<file path="src/rtl/alu_issue_ctrl_pkg.sv">
// Shared constants, state enum and decode structs for the ALU issue controller.
package alu_issue_ctrl_pkg;

    localparam int ALU_W = 8;

    typedef enum logic [1:0] {
        CLS_ALU   = 2'b00,
        CLS_SHIFT = 2'b01,
        CLS_CMP   = 2'b10,
        CLS_BR    = 2'b11
    } op_cls_e;

    localparam logic [2:0] AC_ADD = 3'd0;
    localparam logic [2:0] AC_ADC = 3'd1;
    localparam logic [2:0] AC_SUB = 3'd2;
    localparam logic [2:0] AC_SBC = 3'd3;
    localparam logic [2:0] AC_AND = 3'd4;
    localparam logic [2:0] AC_OR  = 3'd5;
    localparam logic [2:0] AC_XOR = 3'd6;
    localparam logic [2:0] AC_ILL = 3'd7;

    localparam logic [1:0] SC_SHL = 2'd0;
    localparam logic [1:0] SC_SRA = 2'd1;
    localparam logic [1:0] SC_ROL = 2'd2;
    localparam logic [1:0] SC_ROR = 2'd3;

    localparam logic [1:0] BR_Z  = 2'd0;
    localparam logic [1:0] BR_NZ = 2'd1;
    localparam logic [1:0] BR_C  = 2'd2;
    localparam logic [1:0] BR_NC = 2'd3;

    typedef enum logic [1:0] {
        ST_IDLE = 2'd0,
        ST_EXEC = 2'd1,
        ST_RESP = 2'd2
    } state_e;

    typedef enum logic [1:0] {
        CF_KEEP = 2'd0,
        CF_ALU  = 2'd1,
        CF_CLR  = 2'd2
    } cflag_e;

    // ALU control fields; drive=0 means the ALU inputs keep their previous values.
    typedef struct packed {
        logic       drive;
        logic [2:0] acode;
        logic [1:0] scode;
        logic       is_shift;
        logic       use_shamt;
        logic [2:0] shamt;
    } alu_ctl_t;

    typedef struct packed {
        logic       sample;
        logic       wen;
        logic       err;
        cflag_e     c_upd;
        logic       z_upd;
        logic       is_br;
        logic [1:0] cond;
    } op_dec_t;

    function automatic logic br_true(input logic [1:0] cond, input logic c, input logic z);
        case (cond)
            BR_Z:    return z;
            BR_NZ:   return !z;
            BR_C:    return c;
            default: return !c;
        endcase
    endfunction

endpackage

</file>
<file path="src/rtl/alu_issue_ctrl_if.sv">
// Request, response and ALU-control bundle; slave is the controller's view.
interface alu_issue_ctrl_if #(
    parameter int DATA_W = 8,
    parameter int OP_W   = 16
);
    logic              req_valid;
    logic              req_ready;
    logic [OP_W-1:0]   req_op;
    logic [DATA_W-1:0] req_a;
    logic [DATA_W-1:0] req_b;

    logic [DATA_W-1:0] alu_a;
    logic [DATA_W-1:0] alu_b;
    logic              alu_carry_in;
    logic              alu_is_shift;
    logic [1:0]        alu_scode;
    logic [2:0]        alu_acode;
    logic [DATA_W-1:0] alu_r;
    logic              alu_zero;
    logic              alu_carry_out;

    logic              rsp_valid;
    logic              rsp_ready;
    logic [DATA_W-1:0] rsp_result;
    logic              rsp_wen;
    logic              rsp_taken;
    logic              rsp_err;

    modport slave (
        input  req_valid, req_op, req_a, req_b, rsp_ready,
        input  alu_r, alu_zero, alu_carry_out,
        output req_ready, rsp_valid, rsp_result, rsp_wen, rsp_taken, rsp_err,
        output alu_a, alu_b, alu_carry_in, alu_is_shift, alu_scode, alu_acode
    );

    modport master (
        output req_valid, req_op, req_a, req_b, rsp_ready,
        output alu_r, alu_zero, alu_carry_out,
        input  req_ready, rsp_valid, rsp_result, rsp_wen, rsp_taken, rsp_err,
        input  alu_a, alu_b, alu_carry_in, alu_is_shift, alu_scode, alu_acode
    );
endinterface

</file>
<file path="src/rtl/alu_op_decode.sv">
// Combinational decode of the upper op-word byte into ALU controls,
// response attributes and the flag-update mask.
module alu_op_decode
    import alu_issue_ctrl_pkg::*;
(
    input  logic [7:0] op_hi,
    output alu_ctl_t   ctl,
    output op_dec_t    dec
);
    always_comb begin
        ctl = '0;
        dec = '0;
        case (op_cls_e'(op_hi[7:6]))
            CLS_ALU: begin
                if (op_hi[5:3] == AC_ILL) begin
                    dec.err = 1'b1;
                end else begin
                    ctl.drive  = 1'b1;
                    ctl.acode  = op_hi[5:3];
                    dec.sample = 1'b1;
                    dec.wen    = 1'b1;
                    dec.z_upd  = 1'b1;
                    // Logic ops (acode[2]=1) always leave carry cleared.
                    dec.c_upd  = op_hi[5] ? CF_CLR : CF_ALU;
                end
            end
            CLS_SHIFT: begin
                ctl.drive     = 1'b1;
                ctl.is_shift  = 1'b1;
                ctl.scode     = op_hi[4:3];
                ctl.use_shamt = 1'b1;
                ctl.shamt     = op_hi[2:0];
                dec.sample    = 1'b1;
                dec.wen       = 1'b1;
                dec.z_upd     = 1'b1;
            end
            CLS_CMP: begin
                ctl.drive  = 1'b1;
                ctl.acode  = AC_SUB;
                dec.sample = 1'b1;
                dec.c_upd  = CF_ALU;
                dec.z_upd  = 1'b1;
            end
            default: begin
                dec.is_br = 1'b1;
                dec.cond  = op_hi[4:3];
            end
        endcase
    end
endmodule

</file>
<file path="src/rtl/alu_issue_ctrl.sv">
// Issue/control front-end for the 8-bit combinational ALU: one op in flight,
// owns the C/Z flags, evaluates branches and returns a registered response.
module alu_issue_ctrl
    import alu_issue_ctrl_pkg::*;
#(
    parameter int DATA_W = ALU_W,
    parameter int OP_W   = 16
) (
    input  logic            clk,
    input  logic            rst_n,
    input  logic            clr_flags,
    output logic            flag_c,
    output logic            flag_z,
    alu_issue_ctrl_if.slave bus
);
    state_e            state, state_nxt;
    alu_ctl_t          ctl;
    op_dec_t           dec, dec_q;
    logic [DATA_W-1:0] a_q, b_q, result_q;
    logic              is_shift_q;
    logic [1:0]        scode_q;
    logic [2:0]        acode_q;
    logic              wen_q, taken_q, err_q;
    logic              req_ready, rsp_valid, accept;

    alu_op_decode u_dec (
        .op_hi (bus.req_op[OP_W-1 -: 8]),
        .ctl   (ctl),
        .dec   (dec)
    );

    wire unused_op_lo = ^bus.req_op[OP_W-9:0];

    always_ff @(posedge clk or negedge rst_n) begin
        if (!rst_n) state <= ST_IDLE;
        else        state <= state_nxt;
    end

    always_comb begin
        state_nxt = state;
        req_ready = 1'b0;
        rsp_valid = 1'b0;
        case (state)
            ST_IDLE: begin
                req_ready = 1'b1;
                if (bus.req_valid) state_nxt = ST_EXEC;
            end
            ST_EXEC: state_nxt = ST_RESP;
            ST_RESP: begin
                rsp_valid = 1'b1;
                if (bus.rsp_ready) state_nxt = ST_IDLE;
            end
            default: state_nxt = ST_IDLE;
        endcase
    end

    assign accept = req_ready && bus.req_valid;

    // ALU controls are loaded at accept so they are stable for the whole EXEC cycle.
    always_ff @(posedge clk or negedge rst_n) begin
        if (!rst_n) begin
            dec_q      <= '0;
            a_q        <= '0;
            b_q        <= '0;
            is_shift_q <= 1'b0;
            scode_q    <= '0;
            acode_q    <= '0;
            result_q   <= '0;
            wen_q      <= 1'b0;
            taken_q    <= 1'b0;
            err_q      <= 1'b0;
        end else begin
            if (accept) begin
                dec_q <= dec;
                if (ctl.drive) begin
                    a_q        <= bus.req_a;
                    b_q        <= ctl.use_shamt ? {{(DATA_W-3){1'b0}}, ctl.shamt} : bus.req_b;
                    is_shift_q <= ctl.is_shift;
                    scode_q    <= ctl.scode;
                    acode_q    <= ctl.acode;
                end
            end
            if (state == ST_EXEC) begin
                result_q <= dec_q.sample ? bus.alu_r : '0;
                wen_q    <= dec_q.wen;
                taken_q  <= dec_q.is_br && br_true(dec_q.cond, flag_c, flag_z);
                err_q    <= dec_q.err;
            end
        end
    end

    // Flags are still pre-update during EXEC, so branch evaluation above sees start-of-EXEC values.
    always_ff @(posedge clk or negedge rst_n) begin
        if (!rst_n) begin
            flag_c <= 1'b0;
            flag_z <= 1'b0;
        end else if (clr_flags) begin
            flag_c <= 1'b0;
            flag_z <= 1'b0;
        end else if (state == ST_EXEC) begin
            if (dec_q.c_upd == CF_ALU)      flag_c <= bus.alu_carry_out;
            else if (dec_q.c_upd == CF_CLR) flag_c <= 1'b0;
            if (dec_q.z_upd) flag_z <= bus.alu_zero;
        end
    end

    assign bus.req_ready    = req_ready;
    assign bus.rsp_valid    = rsp_valid;
    assign bus.rsp_result   = result_q;
    assign bus.rsp_wen      = wen_q;
    assign bus.rsp_taken    = taken_q;
    assign bus.rsp_err      = err_q;
    assign bus.alu_a        = a_q;
    assign bus.alu_b        = b_q;
    assign bus.alu_is_shift = is_shift_q;
    assign bus.alu_scode    = scode_q;
    assign bus.alu_acode    = acode_q;
    assign bus.alu_carry_in = flag_c;

endmodule

</file>
<file path="src/flat_wrapper.sv">
// flat-port wrapper written by rule: the top's interface ports become plain ports
module alu_issue_ctrl_flat import alu_issue_ctrl_pkg::*;
#(
    parameter int DATA_W = ALU_W,
    parameter int OP_W   = 16
)
  (clk, rst_n, clr_flags, flag_c, flag_z, bus_req_valid, bus_req_op, bus_req_a, bus_req_b, bus_rsp_ready, bus_alu_r, bus_alu_zero, bus_alu_carry_out, bus_req_ready, bus_rsp_valid, bus_rsp_result, bus_rsp_wen, bus_rsp_taken, bus_rsp_err, bus_alu_a, bus_alu_b, bus_alu_carry_in, bus_alu_is_shift, bus_alu_scode, bus_alu_acode);
  alu_issue_ctrl_if #(.DATA_W(DATA_W), .OP_W(OP_W)) bus_i ();
  input  logic clk;
  input  logic rst_n;
  input  logic clr_flags;
  output logic flag_c;
  output logic flag_z;
  input wire logic [$bits(bus_i.req_valid)-1:0] bus_req_valid;
  input wire logic [$bits(bus_i.req_op)-1:0] bus_req_op;
  input wire logic [$bits(bus_i.req_a)-1:0] bus_req_a;
  input wire logic [$bits(bus_i.req_b)-1:0] bus_req_b;
  input wire logic [$bits(bus_i.rsp_ready)-1:0] bus_rsp_ready;
  input wire logic [$bits(bus_i.alu_r)-1:0] bus_alu_r;
  input wire logic [$bits(bus_i.alu_zero)-1:0] bus_alu_zero;
  input wire logic [$bits(bus_i.alu_carry_out)-1:0] bus_alu_carry_out;
  output wire logic [$bits(bus_i.req_ready)-1:0] bus_req_ready;
  output wire logic [$bits(bus_i.rsp_valid)-1:0] bus_rsp_valid;
  output wire logic [$bits(bus_i.rsp_result)-1:0] bus_rsp_result;
  output wire logic [$bits(bus_i.rsp_wen)-1:0] bus_rsp_wen;
  output wire logic [$bits(bus_i.rsp_taken)-1:0] bus_rsp_taken;
  output wire logic [$bits(bus_i.rsp_err)-1:0] bus_rsp_err;
  output wire logic [$bits(bus_i.alu_a)-1:0] bus_alu_a;
  output wire logic [$bits(bus_i.alu_b)-1:0] bus_alu_b;
  output wire logic [$bits(bus_i.alu_carry_in)-1:0] bus_alu_carry_in;
  output wire logic [$bits(bus_i.alu_is_shift)-1:0] bus_alu_is_shift;
  output wire logic [$bits(bus_i.alu_scode)-1:0] bus_alu_scode;
  output wire logic [$bits(bus_i.alu_acode)-1:0] bus_alu_acode;
  assign bus_i.req_valid = bus_req_valid;
  assign bus_i.req_op = bus_req_op;
  assign bus_i.req_a = bus_req_a;
  assign bus_i.req_b = bus_req_b;
  assign bus_i.rsp_ready = bus_rsp_ready;
  assign bus_i.alu_r = bus_alu_r;
  assign bus_i.alu_zero = bus_alu_zero;
  assign bus_i.alu_carry_out = bus_alu_carry_out;
  assign bus_req_ready = bus_i.req_ready;
  assign bus_rsp_valid = bus_i.rsp_valid;
  assign bus_rsp_result = bus_i.rsp_result;
  assign bus_rsp_wen = bus_i.rsp_wen;
  assign bus_rsp_taken = bus_i.rsp_taken;
  assign bus_rsp_err = bus_i.rsp_err;
  assign bus_alu_a = bus_i.alu_a;
  assign bus_alu_b = bus_i.alu_b;
  assign bus_alu_carry_in = bus_i.alu_carry_in;
  assign bus_alu_is_shift = bus_i.alu_is_shift;
  assign bus_alu_scode = bus_i.alu_scode;
  assign bus_alu_acode = bus_i.alu_acode;
  alu_issue_ctrl #(.DATA_W(DATA_W), .OP_W(OP_W)) u_core (.clk(clk), .rst_n(rst_n), .clr_flags(clr_flags), .flag_c(flag_c), .flag_z(flag_z), .bus(bus_i));
endmodule
</file>
<file path="config.mk">
export PLATFORM = sky130hd
export DESIGN_NAME = alu_issue_ctrl_flat
export DESIGN_NICKNAME = d
export VERILOG_FILES = /design/src/rtl/alu_issue_ctrl_pkg.sv /design/src/rtl/alu_issue_ctrl_if.sv /design/src/rtl/alu_op_decode.sv /design/src/rtl/alu_issue_ctrl.sv /design/src/flat_wrapper.sv
export SDC_FILE = /design/constraint.sdc
export NUM_CORES = 1
export LEC_CHECK = 0
export ABC_AREA = 1
export BUFFER_PORTS_ARGS = -buffer_cell sky130_fd_sc_hd__buf_4
export CAP_MARGIN = 0
export CORE_ASPECT_RATIO = 0.7
export CORE_UTILIZATION = 35
export CTS_CLUSTER_DIAMETER = 40
export CTS_CLUSTER_SIZE = 30
export DETAILED_ROUTE_END_ITERATION = 10
export PLACE_DENSITY_LB_ADDON = 0.25
export SYNTH_ARGS = -nofsm -noshare
export SYNTH_HDL_FRONTEND = slang
export SYNTH_HIERARCHICAL = 1
export SYNTH_SLANG_ARGS = --single-unit
</file>
<file path="constraint.sdc">
create_clock -name clk -period 1.81 [get_ports clk]
set_input_delay 0.2715 -clock clk [delete_from_list [all_inputs] [get_ports clk]]
set_output_delay 0.2715 -clock clk [all_outputs]
set_load 0.1 [all_outputs]
</file>
==> results of run 1 <==
-- kinds of logic after synthesis --
logic type                 synth area share
AOI/OAI and AO/OA                   0.05467
adders and majority gates           0.02278
buffers and inverters                0.1162
DFF                                  0.5239
and+or+nand+nor                      0.2825
-- layout make-up --
type | instances | area share
multi-input cells | 180 | 0.2721
repair buffers | 81 | 0.2137
inverters | 37 | 0.04936
clock inverters | 2 | 0.01288
flip-flops and latches | 46 | 0.3948
clock buffers | 6 | 0.02489
well taps | 75 | 0.03219
-- worst paths after layout --
path / from / slack [ps] / endpoint / cells past startpoint
min reg2reg: u_core/bus.alu_b[5]$_DFFE_PN0P_ / 480 / u_core/bus.alu_b[5]$_DFFE_PN0P_ / 2
max reg2reg: u_core/state[1]$_DFFE_PN0P_ / 530 / u_core/bus.alu_a[6]$_DFFE_PN0P_ / 6
max: u_core/state[1]$_DFFE_PN0P_ / 350 / bus_rsp_valid / 3
max in group asynchronous: rst_n / 880 / u_core/bus.alu_b[0]$_DFFE_PN0P_ / 2
min: bus_rsp_ready / 170 / u_core/state[1]$_DFFE_PN0P_ / 2
min in group asynchronous: rst_n / 510 / u_core/bus.rsp_result[7]$_DFFE_PN0P_ / 2
-- registers in the layout, summed over array words and instances, names as in the netlist --
signal / flops
u_core/state: 2
u_core/bus.alu_b: 8
u_core/bus.alu_a: 8
u_core/bus.rsp_wen: 1
u_core/dec_q: 9
u_core/bus.rsp_result: 8
u_core/bus.alu_scode: 2
u_core/flag_z: 1
u_core/bus.alu_is_shift: 1
u_core/bus.alu_acode: 3
u_core/bus.rsp_taken: 1
u_core/bus.alu_carry_in: 1
u_core/bus.rsp_err: 1
-- worst register-to-register path: cells and delay by family, from the launching register on --
kind          cells  cell delay (ps)
simple gates      5              610
flops             1              430
buf+inv           1              140
-- cells in the mapped netlist, drive strengths merged --
| cell type | number | share of area |
|---|---|---|
| dfrtp | 46 | 0.52 |
| nand3 | 6 | 0.016 |
| buf | 12 | 0.047 |
| clkbuf | 2 | 0.0040 |
| a21oi | 2 | 0.0046 |
| nand2 | 130 | 0.23 |
| inv | 37 | 0.065 |
| ha | 4 | 0.023 |
| nor2 | 16 | 0.034 |
| o21ai | 22 | 0.050 |
-- placed cells by master (no fill, tap or decap), drive strengths merged --
master	Yosys	final
clkinvlp	0	1
nand2	130	130
bufinv	0	1
dfrtp	46	46
nand3	6	6
a21oi	2	2
dlygate4sd3	0	1
inv	37	37
buf	12	80
ha	4	4
nor2	16	16
o21ai	22	22
clkbuf	2	6
-- metal layers --
metal	vias to the layer above	track usage	share of wire
met4	0	0.03918	0.0070
met5	-	0	0
li1	962	-	-
met2	51	0.2165	0.42
met3	4	0.03882	0.050
met1	838	0.2174	0.53
-- through the flow --
| step | utilization | cells | setup WS (ps) |
|---|---|---|---|
| 2_1_floorplan | - | 277 | 159.6 |
| 3_3_place_gp | 0.4738 | 418 | 247.1 |
| 3_5_place_dp | 0.4738 | 418 | 176.7 |
| 4_1_cts | 0.4942 | 427 | 333.8 |
| 5_1_grt | 0.4942 | 427 | 232.4 |
| 6_report | 0.4942 | 427 | 354.3 |
==> flow_summary.yaml, run 1 <==
run_status:
  status: "finished, final reports clean"
setup_path:
  cp_slowest_cell: "dfrtp_1"
  worstPathArrival_ps: 1180
  crit_path_end_kind: "output port"
  worstPathRequired_ps: 1540
  startpoint_type: "flip-flop"
  max_stage_delay_ps: 420
  critPathMaxFanout: 3
  crit_chain: "inv_1 > nor2_2 > buf_4"
  cp.buffers_inverters: 2
  critical_path.top_delay_family: "flip-flops"
  criticalPathCategory: "flip-flop to output port"
layout:
  drive_gt1_frac: 0.2756
  fillers: 579
  n_antenna_cell: 0
  stdcell_area_um2: 2915
  syn_to_final_growth_pct: 32.69
  final_nets: 402
  multi_input_area_um2: 793.3
  ff_latch_area_um2: 1151
clock_tree:
  cts_buffers: 5
  postCtsSetupRepairBufs: 0
  htree_levels: 2
  clockBufferDepth: 2
  cts-hold-fix-buffers: 1
  cts_tree: "yes"
  root_buffer: "clkbuf_8"
  insertion_delay_ps: 300
  clkTransAtPathRegs_ps: 80
  ctsResizeCount: 0
  cts_sinks: 46
logic_synthesis:
  syn-num-nets: 328
  synth.avg_cell_area_um2: 7.932
  postSynthCellCount: 277
  synth_cell_type_count: 20
  syn-cell-area_um2: 2197
  yosys_warnings: 6
  ys_ff_latch: 46
  synth.yosys.seq_area_share: 0.5239
place:
  place_area_um2: 2795
  portBuffers: 76
  place_congestion: 0.7954
  dp_hpwl_mm: 3.344
timing:
  finalCritPeriodShare: 0.8042
  hold_ws_ps: 165.4
  clock_skew_ps: 4.843
  slew_headroom: 0.6080
  rsz0062_at_grt: "no"
  fmax_ghz: 0.6870
  setup_violations: 0
  tns_ps: 0
  hold_violations: 0
  slew_viol_final: 0
  worstMarginPinSlew_ps: 588.0
  period_needed_ps: 1456
floorplan:
  coreArea_um2: 5899
  start_util: 0.3724
  dieArea_um2: 6604
  fp.dieW_um: 96.70
  ioPinCount: 85
  placementRows: 23
  die_height_um: 68.29
global_route:
  grt_pass1_vias: 1667
  grt_max_degree: 47
  grt_usage: 0.1486
  antenna_found_initial: 0
  grt_pass1_wl_mm: 7.783
  overflow: 0
drt:
  wl_per_cell_um: 11.11
  drc_errors: 0
  drtAntennaViolNets: 0
  dr.pass1.iters: 4
  drt_iter0_drc: 86
  vias: 1855
  routed_wl_mm: 4.746
  drt-vias-per-instance: 4.344
worst_hold_path:
  min_path_type: "primary input to flip-flop"
job:
  maxCapViolCount: 0
Power of run 1 is not shown: default switching activity piles up to over one toggle a cycle in this logic, so the estimate is an artifact.
==> run 2, diff against run 1 <==
- clock period: 1.81 -> 1.25 ns (I/O delays scaled with it)
==> run 2 against run 1 <==
The run now ends with negative setup slack left. Wire length decreased by 0.32%. Flip-flop and latch count is the same. Cell count increased by 3.3%. Critical path type unchanged. Critical endpoint is now bus_req_ready.
==> flow_summary.yaml, run 2 (same netlist as run 1, synthesis figures left out) <==
run_status:
  status: "complete, but fails checks"
  violations: "negative setup slack"
clock_tree:
  cts_sinks: 46
  cts_tree: "yes"
  clockBufferDepth: 2
  clkTransAtPathRegs_ps: 90
  htree_levels: 2
  root_buffer: "clkbuf_8"
  cts_buffers: 5
  insertion_delay_ps: 300
  postCtsSetupRepairBufs: 0
layout:
  drive_gt1_frac: 0.3224
  syn_to_final_growth_pct: 39.92
  layout.cells.non_filler: 441
  final_nets: 416
  largest_register: "u_core/dec_q"
  mostFrequentLayoutCell: "nand2_1"
  mostFrequentLayoutCells: "124 x nand2_1, 88 x buf_4, 43 x dfrtp_1"
  largest_register_ffs: 9
  n_antenna_cell: 0
global_route:
  grt_max_degree: 28
  grt_pass1_vias: 1655
  overflow: 0
  grt_usage: 0.1464
  antenna_found_initial: 0
  grt_pass1_wl_mm: 7.631
setup_path:
  worstPathArrival_ps: 1110
  critPathMaxFanout: 4
  crit_path_end_kind: "output port"
  startpoint_type: "flip-flop"
  criticalPathCategory: "flip-flop to output port"
  worstPathRequired_ps: 1060
timing:
  setup_violations: 2
  worstMarginPinSlew_ps: 317.1
  fmax_ghz: 0.7735
  period_needed_ps: 1293
  tns_ps: -71.11
  slew_viol_final: 0
  clock_skew_ps: 4.850
  setup_ws_ps: -42.86
  rsz0062_at_grt: "yes"
  finalCritPeriodShare: 1.034
  slew_headroom: 0.7886
  hold_violations: 0
drt:
  drt_iter0_drc: 66
  drt-vias-per-instance: 4.279
  routed_wl_mm: 4.731
  drc_errors: 0
  drtAntennaViolNets: 0
  dr.pass1.iters: 4
  vias: 1887
  wl_per_cell_um: 10.73
floorplan:
  fp.dieW_um: 96.70
  dieArea_um2: 6604
  start_util: 0.3724
  placementRows: 23
  die_height_um: 68.29
  ioPinCount: 85
  coreArea_um2: 5899
place:
  dp_hpwl_mm: 3.422
  portBuffers: 76
  dp.cells: 431
  place_congestion: 0.8000
job:
  maxCapViolCount: 0
worst_hold_path:
  min_path_type: "primary input to flip-flop"
==> run 2: stage by stage <==
stage	setup WS [ps]	util	instance area (um^2)	hold slack, ps
6_report	-42.86	0.5211	3074	67.22
5_1_grt	-82.07	0.5211	3074	64.83
4_1_cts	-56.21	0.5152	3039	64.77
3_5_place_dp	-244.2	0.4929	2908	85.25
3_3_place_gp	-171.0	0.4929	2908	87.93
2_1_floorplan	-400.4	-	2202	-108.1
==> run 2: per-layer routing <==
layer / part of all wire / global-route usage / up-vias
li1: - / - / 998
met2: 0.42 / 0.2025 / 55
met1: 0.52 / 0.2164 / 830
met4: 0.0085 / 0.05037 / 0
met3: 0.055 / 0.04188 / 4
met5: 0 / 0 / -
==> run 2: worst paths after layout <==
check / startpoint / end / slack [ps] / cells past startpoint
max: u_core/state[0]$_DFFE_PN0P_ / bus_req_ready / -40 / 2
min: bus_rsp_ready / u_core/state[1]$_DFFE_PN0P_ / 70 / 2
max reg2reg: u_core/state[0]$_DFFE_PN0P_ / u_core/bus.alu_a[7]$_DFFE_PN0P_ / 60 / 6
min reg2reg: u_core/bus.alu_acode[1]$_DFFE_PN0P_ / u_core/bus.alu_acode[1]$_DFFE_PN0P_ / 480 / 2
max in group asynchronous: rst_n / u_core/bus.alu_carry_in$_DFFE_PN0P_ / 510 / 3
min in group asynchronous: rst_n / u_core/bus.alu_a[4]$_DFFE_PN0P_ / 300 / 2
==> run 2: worst max-delay path, cell delays in order (launching register included) <==
cell     delay, ps
dfrtp_2        460
nor2_4         150
buf_12         190
==> run 2: area by class of cell <==
class	count	area [um^2]
inverter	37	146.4
fill	574	2825
multi-input combinational	181	823.3
timing repair buffer	94	765.7
sequential	46	1155
clock buffer	5	68.82
tap	75	93.84
clock inverter	3	21.27
==> run 2: timing repair <==
| action | in CTS | in global routing |
|---|---|---|
| resized for setup | 9 | 6 |
| hold buffers | 1 | 0 |
| gates cloned | 0 | 1 |
| pin swaps | 1 | 3 |
| endpoints found under the setup margin | 2 | 28 |
| endpoints found under the hold margin | 19 | 0 |
Power of run 2 is left out for the same reason.
